File: src/rtl/multi_led_blinker.sv
// Multi-channel LED blinker: shared tick prescaler, per-channel OFF/ON/BLINK/BURST.
// Optional MULTI_LED_SYNC_EN adds sync_start to realign all running channels.
module multi_led_blinker #(
  parameter  int NCH      = 4,
  parameter  int PRESCALE = 1200000,
  parameter  int CNT_W    = 8,
  localparam int CH_W     = (NCH > 1) ? $clog2(NCH) : 1,
  localparam int PS_W     = $clog2(PRESCALE)
) (
  input  logic             clk,
  input  logic             nreset,
  input  logic             cfg_valid,
  output logic             cfg_ready,
  input  logic [CH_W-1:0]  cfg_ch,
  input  logic [1:0]       cfg_mode,
  input  logic [CNT_W-1:0] cfg_half,
  input  logic [CNT_W-1:0] cfg_count,
`ifdef MULTI_LED_SYNC_EN
  input  logic             sync_start,
`endif
  output logic [NCH-1:0]   led,
  output logic [NCH-1:0]   busy,
  output logic [NCH-1:0]   done
);

  typedef enum logic [1:0] {
    M_OFF   = 2'd0,
    M_ON    = 2'd1,
    M_BLINK = 2'd2,
    M_BURST = 2'd3
  } mode_e;

  mode_e            mode_q [NCH];
  logic [CNT_W-1:0] half_q [NCH];
  logic [CNT_W-1:0] cnt_q  [NCH];
  logic [CNT_W-1:0] hc_q   [NCH];
  logic [CNT_W-1:0] pc_q   [NCH];
  logic [NCH-1:0]   led_q;
  logic [NCH-1:0]   busy_q;
  logic [NCH-1:0]   done_q;
  logic [PS_W-1:0]  pre_q;
  logic             ready_q;

  logic tick;
  logic accept;
  mode_e mode_d;

  assign tick   = (pre_q == PS_W'(PRESCALE - 1));
  assign accept = cfg_valid && ready_q;
  assign mode_d = mode_e'(cfg_mode);

  always_ff @(posedge clk) begin
    if (!nreset) begin
      pre_q   <= '0;
      ready_q <= 1'b1;
      led_q   <= '0;
      busy_q  <= '0;
      done_q  <= '0;
      for (int i = 0; i < NCH; i++) begin
        mode_q[i] <= M_OFF;
        half_q[i] <= '0;
        cnt_q[i]  <= '0;
        hc_q[i]   <= '0;
        pc_q[i]   <= '0;
      end
    end else begin
      ready_q <= ~accept;
      done_q  <= '0;
      pre_q   <= tick ? '0 : pre_q + PS_W'(1);
`ifdef MULTI_LED_SYNC_EN
      if (sync_start) pre_q <= '0;
`endif
      for (int i = 0; i < NCH; i++) begin
        if (accept && cfg_ch == CH_W'(i)) begin
          mode_q[i] <= mode_d;
          half_q[i] <= (cfg_half == '0) ? CNT_W'(1) : cfg_half;
          cnt_q[i]  <= cfg_count;
          hc_q[i]   <= '0;
          pc_q[i]   <= '0;
          unique case (mode_d)
            M_OFF: begin
              led_q[i]  <= 1'b0;
              busy_q[i] <= 1'b0;
            end
            M_ON: begin
              led_q[i]  <= 1'b1;
              busy_q[i] <= 1'b0;
            end
            M_BLINK: begin
              led_q[i]  <= 1'b1;
              busy_q[i] <= 1'b1;
            end
            M_BURST: begin
              // zero-length burst finishes immediately
              if (cfg_count == '0) begin
                mode_q[i] <= M_OFF;
                led_q[i]  <= 1'b0;
                busy_q[i] <= 1'b0;
                done_q[i] <= 1'b1;
              end else begin
                led_q[i]  <= 1'b1;
                busy_q[i] <= 1'b1;
              end
            end
          endcase
        end
`ifdef MULTI_LED_SYNC_EN
        else if (sync_start && busy_q[i]) begin
          led_q[i] <= 1'b1;
          hc_q[i]  <= '0;
        end
`endif
        else if (tick && busy_q[i]) begin
          if (hc_q[i] == half_q[i] - CNT_W'(1)) begin
            hc_q[i] <= '0;
            if (mode_q[i] == M_BURST && !led_q[i]) begin
              if (pc_q[i] + CNT_W'(1) == cnt_q[i]) begin
                mode_q[i] <= M_OFF;
                busy_q[i] <= 1'b0;
                done_q[i] <= 1'b1;
              end else begin
                pc_q[i]  <= pc_q[i] + CNT_W'(1);
                led_q[i] <= 1'b1;
              end
            end else begin
              led_q[i] <= ~led_q[i];
            end
          end else begin
            hc_q[i] <= hc_q[i] + CNT_W'(1);
          end
        end
      end
    end
  end

  assign cfg_ready = ready_q;
  assign led       = led_q;
  assign busy      = busy_q;
  assign done      = done_q;

endmodule

File: config.mk
export PLATFORM = sky130hd
export DESIGN_NAME = multi_led_blinker
export DESIGN_NICKNAME = d
export VERILOG_FILES = /design/src/rtl/multi_led_blinker.sv
export SDC_FILE = /design/constraint.sdc
export NUM_CORES = 1
export LEC_CHECK = 0
export BUFFER_PORTS_ARGS = -buffer_cell sky130_fd_sc_hd__buf_2
export CAP_MARGIN = 20
export CORE_ASPECT_RATIO = 1.75
export CORE_MARGIN = 1
export CORE_UTILIZATION = 45
export CTS_CLUSTER_SIZE = 30
export DETAILED_ROUTE_END_ITERATION = 8
export PLACE_DENSITY_LB_ADDON = 0.15
export SLEW_MARGIN = 10
export SYNTH_ARGS = -nofsm -noshare
export SYNTH_HDL_FRONTEND = slang
export SYNTH_SLANG_ARGS = --single-unit
File: constraint.sdc
create_clock -name clk -period 7.2 [get_ports clk]
set_clock_uncertainty 0.05 [all_clocks]
set_input_delay 0.36 -clock clk [delete_from_list [all_inputs] [get_ports clk]]
set_output_delay 0.36 -clock clk [all_outputs]
set_load 0.01 [all_outputs]
==> reports/qor.yml <==
floorplan:
  die_h_um: 192
  dieArea_um2: 21100
  ioPinCount: 36
  die_x_um: 110
  num_rows: 69
  core_area_um2: 20200
  initial_utilization_pct: 45.7
setup_path:
  cp-start-kind: "register"
  r2r_start: "half_q[0][0]"
  worstSetupPathType: "register to register"
  crit_required_ns: 7.25
  crit_path_end_kind: "register"
  critPathMaxFanout: 9
  crit_start: "half_q[0][0]"
  arrival_ns: 3.24
cts:
  cts_root_buf: "clkbuf_16"
  cts_resized: 0
  path_clk_slew_ns: 0.07
  cts_buffers: 17
  clkLatencyLatePin_ns: 0.44
  cts_sinks: 170
  clock_path_buffers: 2
  postCtsHoldBufs: 0
  postCtsSetupRepairBufs: 0
  cts_tree: "done"
  htree_levels: 4
pwr:
  finalPower_mw: 2.30
  p_per_area_nw_per_um2: 223
  p_leak_nw: 3.88
  peakVddDrop_mv: 0.149
logic_synthesis:
  synthCells: 869
  synth_edf_count: 136
  synth_seq_cells: 170
  synthDistinctLibCells: 66
  yosysWarningCount: 0
  async_reset_ff_share_pct: 0
  synthFlopType: "edfxtp_1"
  ys_seq_area_share_pct: 51.6
  postSynthAreaPerCell_um2: 10.6
  syn_area_um2: 9240
  syn_nets: 908
drt:
  routed_wl_mm: 21.6
  routed_via_density: 5.56
  drtAntennaViolNets: 0
  drc_errors: 0
  firstDrtPassIters: 5
  via_count: 6519
  post_drt_wl_per_cell_um: 18.5
  drt_iter0_markers: 364
sta:
  fmax_mhz: 314
  finalCritPeriodShare_pct: 44.2
  setup_violations: 0
  fin_crit_ns: 3.18
  drv_slew: 0
  tightestPinTransition_ns: 0.987
  relSlewSlack_pct: 33.9
  rsz0062_at_grt: "no"
  hold_viol: 0
  fin_tns_setup_ns: 0
global_route:
  grt_pass1_wl_mm: 34.1
  grt_antenna_before_repair: 0
  grt_max_degree: 24
  grt_usage_pct: 22.0
  first_global_vias: 6445
  grt_overflow: 0
layout:
  fin_nets: 950
  antenna_cells: 0
  final.fill_count: 1903
  area_delta_synth_final_pct: 11.4
  final_layout_size_suffix_gt1_share_pct: 9.96
  layout_common_cells: "nor2_1 (136), edfxtp_1 (136), xnor2_1 (72), xor2_1 (62), nand3_1 (51)"
placed_design:
  port_buffers: 35
  dp_hpwl_mm: 16.4
  globalplace.congestion: 0.832
outcome:
  status: "finished, final reports clean"
min_path:
  hold_class: "input port to register"
  holdCritStartpoint: "cfg_half[3]"
job:
  maxCapViolCount: 0
[area by class of cell]
| class | count | area (um^2) | share of cell area [%] |
|---|---|---|---|
| sequential | 170 | 4760 | 46.3 |
| multi-input combinational | 654 | 4300 | 41.7 |
| clock buffer | 18 | 439 | 4.27 |
| tap | 248 | 310 | 3.01 |
| timing repair buffer | 40 | 210 | 2.04 |
| clock inverter | 14 | 168 | 1.63 |
| inverter | 28 | 105 | 1.02 |
[kinds of logic (layout without fill, tap and decap cells)]
logic type               Yosys count  count (layout)  synth area share [%]
AND/OR/NAND/NOR                  433             433                  24.6
multiplexers                       1               1                 0.122
flip-flops                       170             170                  51.6
buffers and inverters             45             100                  1.92
AO/OA/AOI/OAI                     62              62                  4.90
XOR/XNOR                         142             142                  14.7
adder cells (fa/ha/maj)           16              16                  2.17
[cells in the mapped netlist (5+ instances only)]
library cell	number	area share [%]
a211oi_1	5	0.41
a21oi_1	8	0.43
and2_1	49	3.3
and3_1	38	2.6
clkbuf_1	15	0.61
dfxtp_1	34	7.4
edfxtp_1	136	44
ha_1	16	2.2
inv_1	28	1.1
nand2_1	49	2.0
nand2b_1	5	0.34
nand3_1	51	2.8
nand3b_1	8	0.65
nand4_1	15	1.0
nand4b_1	5	0.47
nor2_1	136	5.5
nor2b_1	6	0.41
nor3_1	21	1.1
nor4_1	9	0.61
o21ai_0	10	0.54
or3_1	8	0.54
xnor2_1	72	6.8
xor2_1	62	5.9
[worst paths after layout]
check / to / slack (ns) / depth (start not counted)
hold reg to reg: pre_q[0] / 0.43 / 1
hold / removal: half_q[3][3] / 0.26 / 2
setup reg to reg: pc_q[0][4] / 4.02 / 8
setup / recovery: pc_q[0][4] / 4.02 / 8
[report_power, final]
group | total, mW | internal, mW | switching, mW
Sequential | 1.15 | 1.10 | 0.0454
Combinational | 0.192 | 0.0816 | 0.110
Clock | 0.957 | 0.556 | 0.400
Total | 2.30 | 1.74 | 0.556
[flip-flops by register name, summed over array words and instances, names as in the netlist]
signal and flops:
led 4, busy 4, cnt_q 32, pc_q 32, pre_q 21, hc_q 32, cfg_ready 1, done 4
half_q 32, mode_q 8
[metal layers]
metal / part of all wire (%) / GRT usage [%]
met1: 38 / 23.1
met2: 55 / 40.9
met3: 3.2 / 4.30
met4: 3.3 / 10.1
met5: 0 / 0
[worst max-delay path: stages, from the launching register on]
cell and delay, ns:
edfxtp_1 0.44, inv_1 0.08, ha_1 0.21, or3b_2 0.49, nor4_1 0.23, o2111ai_1 0.13
a211oi_1 0.50, nand3b_1 0.36, nand2_1 0.38
[per-stage QoR]
stage	utilization [%]	cell area (um^2)	std cells	worst slack [ns]	hold slack, ns
2_1_floorplan	-	9240	869	4.37	0.388
3_3_place_gp	47.9	9670	1138	4.07	0.411
3_5_place_dp	47.9	9680	1139	3.99	0.426
4_1_cts	50.9	10300	1171	3.99	0.247
5_1_grt	50.9	10300	1172	3.70	0.257
6_report	50.9	10300	1172	4.02	0.262
Power figures use the tool's default switching activity.
